===== config.mk =====
export PLATFORM = sky130hd
export DESIGN_NAME = p6_controller_fsm
export DESIGN_NICKNAME = d
export VERILOG_FILES = /design/src/rtl/p6_controller_fsm.sv
export SDC_FILE = /design/constraint.sdc
export NUM_CORES = 1
export LEC_CHECK = 0
export ABC_AREA = 1
export CORE_UTILIZATION = 40
export DETAILED_ROUTE_END_ITERATION = 12
export PLACE_DENSITY_LB_ADDON = 0.1
export SETUP_SLACK_MARGIN = 0.05
export SLEW_MARGIN = 30
export SYNTH_ARGS = -nofsm -noshare
export SYNTH_HDL_FRONTEND = slang
export SYNTH_SLANG_ARGS = --single-unit

===== constraint.sdc =====
create_clock -name clk -period 2.59 [get_ports clk]
set_input_delay 0.777 -clock clk [delete_from_list [all_inputs] [get_ports clk]]
set_output_delay 0.777 -clock clk [all_outputs]
set_load 0.01 [all_outputs]

===== src/rtl/p6_controller_fsm.sv =====
// Instruction-sequencing controller for the simple datapath: latches an
// instruction on start and walks the register-file/ALU load/write sequence.
module p6_controller_fsm (
  input  logic        clk,
  input  logic        reset,
  input  logic        s,
  input  logic [15:0] instr,
  output logic        w,
  output logic [2:0]  readnum,
  output logic [2:0]  writenum,
  output logic        write,
  output logic        loada,
  output logic        loadb,
  output logic        loadc,
  output logic        loads,
  output logic        asel,
  output logic        bsel,
  output logic [1:0]  vsel,
  output logic [1:0]  aluop,
  output logic [1:0]  shift,
  output logic [15:0] sximm8,
  output logic        illegal
);

  typedef enum logic [2:0] {
    S_WAIT, S_DECODE, S_GET_A, S_GET_B, S_ALU, S_WRITE_REG, S_WRITE_IMM
  } state_t;

  state_t      state_q, state_d;
  logic [15:0] ir_q, ir_d;

  logic [2:0] opcode, rn, rd, rm;
  logic [1:0] op, sh;

  assign opcode = ir_q[15:13];
  assign op     = ir_q[12:11];
  assign rn     = ir_q[10:8];
  assign rd     = ir_q[7:5];
  assign sh     = ir_q[4:3];
  assign rm     = ir_q[2:0];
  assign sximm8 = {{8{ir_q[7]}}, ir_q[7:0]};

  always_ff @(posedge clk) begin
    if (reset) begin
      state_q <= S_WAIT;
      ir_q    <= 16'h0000;
    end else begin
      state_q <= state_d;
      ir_q    <= ir_d;
    end
  end

  always_comb begin
    state_d  = state_q;
    ir_d     = ir_q;
    w        = 1'b0;
    readnum  = 3'd0;
    writenum = 3'd0;
    write    = 1'b0;
    loada    = 1'b0;
    loadb    = 1'b0;
    loadc    = 1'b0;
    loads    = 1'b0;
    asel     = 1'b0;
    bsel     = 1'b0;
    vsel     = 2'b00;
    aluop    = 2'b00;
    shift    = 2'b00;
    illegal  = 1'b0;
    case (state_q)
      S_WAIT: begin
        w = 1'b1;
        if (s) begin
          ir_d    = instr;
          state_d = S_DECODE;
        end
      end
      S_DECODE: begin
        if (opcode == 3'b110 && op == 2'b10)      state_d = S_WRITE_IMM;
        else if (opcode == 3'b110 && op == 2'b00) state_d = S_GET_B;
        else if (opcode == 3'b101 && op == 2'b11) state_d = S_GET_B;
        else if (opcode == 3'b101)                state_d = S_GET_A;
        else begin
          illegal = 1'b1;
          state_d = S_WAIT;
        end
      end
      S_GET_A: begin
        readnum = rn;
        loada   = 1'b1;
        state_d = S_GET_B;
      end
      S_GET_B: begin
        readnum = rm;
        loadb   = 1'b1;
        state_d = S_ALU;
      end
      S_ALU: begin
        // MOV reg reuses the ALU as a pass-through: A zeroed, ADD selected
        aluop = (opcode == 3'b101) ? op : 2'b00;
        asel  = (opcode == 3'b110) || (op == 2'b11);
        shift = sh;
        if (opcode == 3'b101 && op == 2'b01) begin
          loads   = 1'b1;
          state_d = S_WAIT;
        end else begin
          loadc   = 1'b1;
          state_d = S_WRITE_REG;
        end
      end
      S_WRITE_REG: begin
        writenum = rd;
        vsel     = 2'b00;
        write    = 1'b1;
        state_d  = S_WAIT;
      end
      S_WRITE_IMM: begin
        writenum = rn;
        vsel     = 2'b10;
        write    = 1'b1;
        state_d  = S_WAIT;
      end
      default: state_d = S_WAIT;
    endcase
  end

endmodule


==> qor_table.md <==
| Result | This run | Unit |
|:---|:---|:---|
| Status | complete, but fails checks | - |
| Violations in the final reports | DRC | - |
| Setup Slack @ Placement | 0.265 | ns |
| Min-delay src | ir_q[8] | - |
| Overall power after layout | 0.000664 | W |
| Share of Yosys cell area claimed by the top area cell type | 0.304 | - |
| Worst clock skew on the final layout | 0.00160 | ns |
| Setup crit end | illegal | - |
| Horizontal die dimension | 58.0 | microns |
| Nets | 229 | - |
| Cell area after technology mapping | 1250 | sq um |
| Total core area | 2850 | sq um |
| Library cells used by synthesis | 25 | - |
| Leading cell types by total area after synthesis | sky130_fd_sc_hd__dfxtp_1 30%, sky130_fd_sc_hd__buf_4 11%, sky130_fd_sc_hd__nand2_1 10% | - |
| DRC violations left | 2 | - |
| Cell taking the most area after synthesis | sky130_fd_sc_hd__dfxtp_1 | - |
| Overall via count from detail_route | 1,176 | - |
| Count of cells along the worst register-to-register path | 7 | - |
| Mean area per synthesized cell | 7.32 | sq um |
| Leading cell types by count after synthesis | 35 x sky130_fd_sc_hd__nand2_1, 22 x sky130_fd_sc_hd__inv_1, 19 x sky130_fd_sc_hd__buf_4, 19 x sky130_fd_sc_hd__dfxtp_1, 13 x sky130_fd_sc_hd__nor2_1 | - |
| Number of detailed-routing iterations run before antenna repair | 8 | - |
| Startpoint class of the critical path | register | - |
| Unrepaired setup endpoints after global routing | yes | - |
| Most frequent cell after synthesis | sky130_fd_sc_hd__nand2_1 | - |
| Maximum resistive drop on vdd | 0.000201 | V |
| Maximum clock frequency | 406 | MHz |
| Number of cell rows | 19 | - |
| Flip-flop and latch count after synthesis | 19 | - |
| Routed length per instance | 12.9 | microns |
| Worst Path Arrival | 1.69 | ns |
| Number of buffers added by the clock tree synthesis step | 3 | - |
| Initial drt markers | 50 | - |
| Largest net degree at the start of global routing | 19 | - |
| # hold bufs at CTS | 0 | - |
| Routability congestion estimate | 0.840 | - |
| First-pass GRT wire length | 4910 | microns |
| Maxcap violations | 0 | - |
| Routed wire length | 3080 | microns |
| Startpoint-to-endpoint class of the critical path | register to primary output | - |
| Cells after Synth | 171 | - |
| Number of antenna violations at the first check in global routing | 0 | - |
| Worst skew pair latency | 0.30 | ns |
| Class of the worst hold path | register to register | - |
| Final setup violating endpoints | 0 | - |
| Vias per cell | 4.90 | - |
| Leak pwr | 0.868 | nW |
| Syn. warnings | 0 | - |
| Max stage delay on crit path | 0.53 | ns |
| Sort of element at the end of the critical path | primary output | - |
| Number of max-slew violations in the final report | 0 | - |
| Die Ht | 58.0 | microns |
| PortBufs | 53 | - |
| CTS tree | done | - |
| TritonCTS Sinks | 19 | - |
| Initial core utilization | 0.439 | - |
| Worst Setup Slack, final | 0.127 | ns |
| Detailed placement HPWL | 2320 | microns |
| Global routing usage summed across all routing layers | 0.189 | - |
| Layout cells sized above 1 | 0.206 | - |
| Area overhead of the layout relative to synthesis | 39.3 | % |
| Library cell contributing the largest single delay on the critical path | sky130_fd_sc_hd__clkdlybuf4s50_1 | - |
| Reg2reg start | state_q[1] | - |
| Total gr overflow | 0 | - |
| CP Launch Point | state_q[0] | - |
| Critical Path RT | 1.81 | ns |
| Count of antenna diodes in the layout | 0 | - |
| Terminus of the critical flop-to-flop path | ir_q[13] | - |
| Crit-path cells | inv_4, nor3_2, inv_1, nor2_1, clkdlybuf4s50_1 | - |
| Die Area | 3360 | sq um |
| Maximum level of the CTS H-tree | 1 | - |
| Final hold violation count | 0 | - |
| Total power divided by cell area | 381 | nW/um^2 |
| Final worst path period need | 2.46 | ns |
| Buffer depth of the longest clock path | 2 | - |
| Fraction of synthesis flops using an asynchronous set or reset pin | 0 | - |
| Via count of the first global-routing pass | 1,125 | - |
| Seq/Total Area, Yosys | 0.304 | - |
| Primary FF master, synth | sky130_fd_sc_hd__dfxtp_1 | - |
| Ports | 56 | - |
| Number of flops mapped to enable cells by yosys | 0 | - |
| Clock Tree Root | sky130_fd_sc_hd__clkbuf_4 | - |
| Post-detailed-route count of antenna-violating nets | 0 | - |
| Crit Path Max Fanout | 4 | - |
| Slack of the worst reg-to-reg path | 1.22 | ns |
| Final critical-path share of the clock period | 0.951 | - |
| Clock transition at the register clock pins on the worst setup and hold paths after CTS | 0.12 | ns |
==> registers in the layout, indices dropped and copies added (netlist names) <==
signal   count
ir_q        16
state_q      3
==> worst max-delay path, delay by kind of cell (launching register included) <==
| kind | cells | cell delay (ns) |
|---|---|---|
| buffers and inverters | 3 | 0.66 |
| flip-flops | 1 | 0.40 |
| AND/OR/NAND/NOR | 2 | 0.32 |
==> layer usage <==
| layer | GRT usage | wire length, microns | vias to the layer above |
|---|---|---|---|
| li1 | - | - | 598 |
| met1 | 0.234 | 1320 | 523 |
| met2 | 0.333 | 1510 | 51 |
| met3 | 0.0513 | 221 | 4 |
| met4 | 0.0272 | 25 | 0 |
| met5 | 0 | 0 | - |
==> cell type report <==
| type | instances | area [sq um] |
|---|---|---|
| Fill cell | 257 | 1110 |
| Multi-Input combinational cell | 104 | 611 |
| Timing Repair Buffer | 58 | 591 |
| Sequential cell | 19 | 384 |
| Inverter | 24 | 92.6 |
| Tap cell | 31 | 38.8 |
| Clock buffer | 3 | 22.5 |
| Clock inverter | 1 | 5.00 |
==> where the power goes <==
part           internal (W)  total [W]  leakage, nW  switching, W
logic             0.0000894   0.000177        0.693     0.0000880
clock network     0.0000576   0.000157       0.0177     0.0000998
registers          0.000311   0.000329        0.157     0.0000181
total              0.000458   0.000664        0.868      0.000206
==> repair_timing <==
action / 4_1_cts / 5_1_grt
buffers inserted: 0 / 0
setup endpoints to repair: 10 / 12
gates cloned: 0 / 0
resized for setup: 9 / 15
==> worst min path at each step <==
stage / cells after the start / to
after floorplan: 2 / ir_q[10]
after detailed placement: 2 / ir_q[9]
after global placement: 2 / ir_q[10]
after global routing: 2 / ir_q[10]
final: 2 / ir_q[8]
after CTS: 2 / ir_q[9]
==> cell usage in the layout, fill, tap and decap left out, types with 2 or more instances in the layout <==
cell type	count
sky130_fd_sc_hd__a21oi_1	11
sky130_fd_sc_hd__a21oi_2	9
sky130_fd_sc_hd__buf_4	5
sky130_fd_sc_hd__clkbuf_4	3
sky130_fd_sc_hd__clkdlybuf4s50_1	41
sky130_fd_sc_hd__conb_1	2
sky130_fd_sc_hd__dfxtp_1	16
sky130_fd_sc_hd__dfxtp_2	3
sky130_fd_sc_hd__dlygate4sd2_1	2
sky130_fd_sc_hd__dlymetal6s2s_1	10
sky130_fd_sc_hd__inv_1	21
sky130_fd_sc_hd__inv_2	2
sky130_fd_sc_hd__nand2_1	34
sky130_fd_sc_hd__nand3_1	10
sky130_fd_sc_hd__nand3_2	11
sky130_fd_sc_hd__nor2_1	11
sky130_fd_sc_hd__nor3_1	2
sky130_fd_sc_hd__o21ai_0	3
sky130_fd_sc_hd__o22ai_1	2
==> cells by family after synthesis <==
kind of cell / synth area share
AND/OR/NAND/NOR: 0.321
buffers and inverters: 0.235
AO/OA/AOI/OAI: 0.138
flip-flops: 0.304
other: 0.00299
==> through the flow <==
| step | hold WS, ns | utilization | instances | area [sq um] | setup TNS [ns] |
|---|---|---|---|---|---|
| after floorplan | 0.447 | - | 172 | 1260 | 0 |
| after global placement | 0.457 | 0.582 | 236 | 1660 | 0 |
| after detailed placement | 0.463 | 0.582 | 236 | 1660 | 0 |
| after CTS | 0.483 | 0.599 | 240 | 1710 | 0 |
| after global routing | 0.502 | 0.611 | 240 | 1740 | -0.0156 |
| final | 0.482 | 0.611 | 240 | 1740 | 0 |
(Power assumes the default switching activity.)
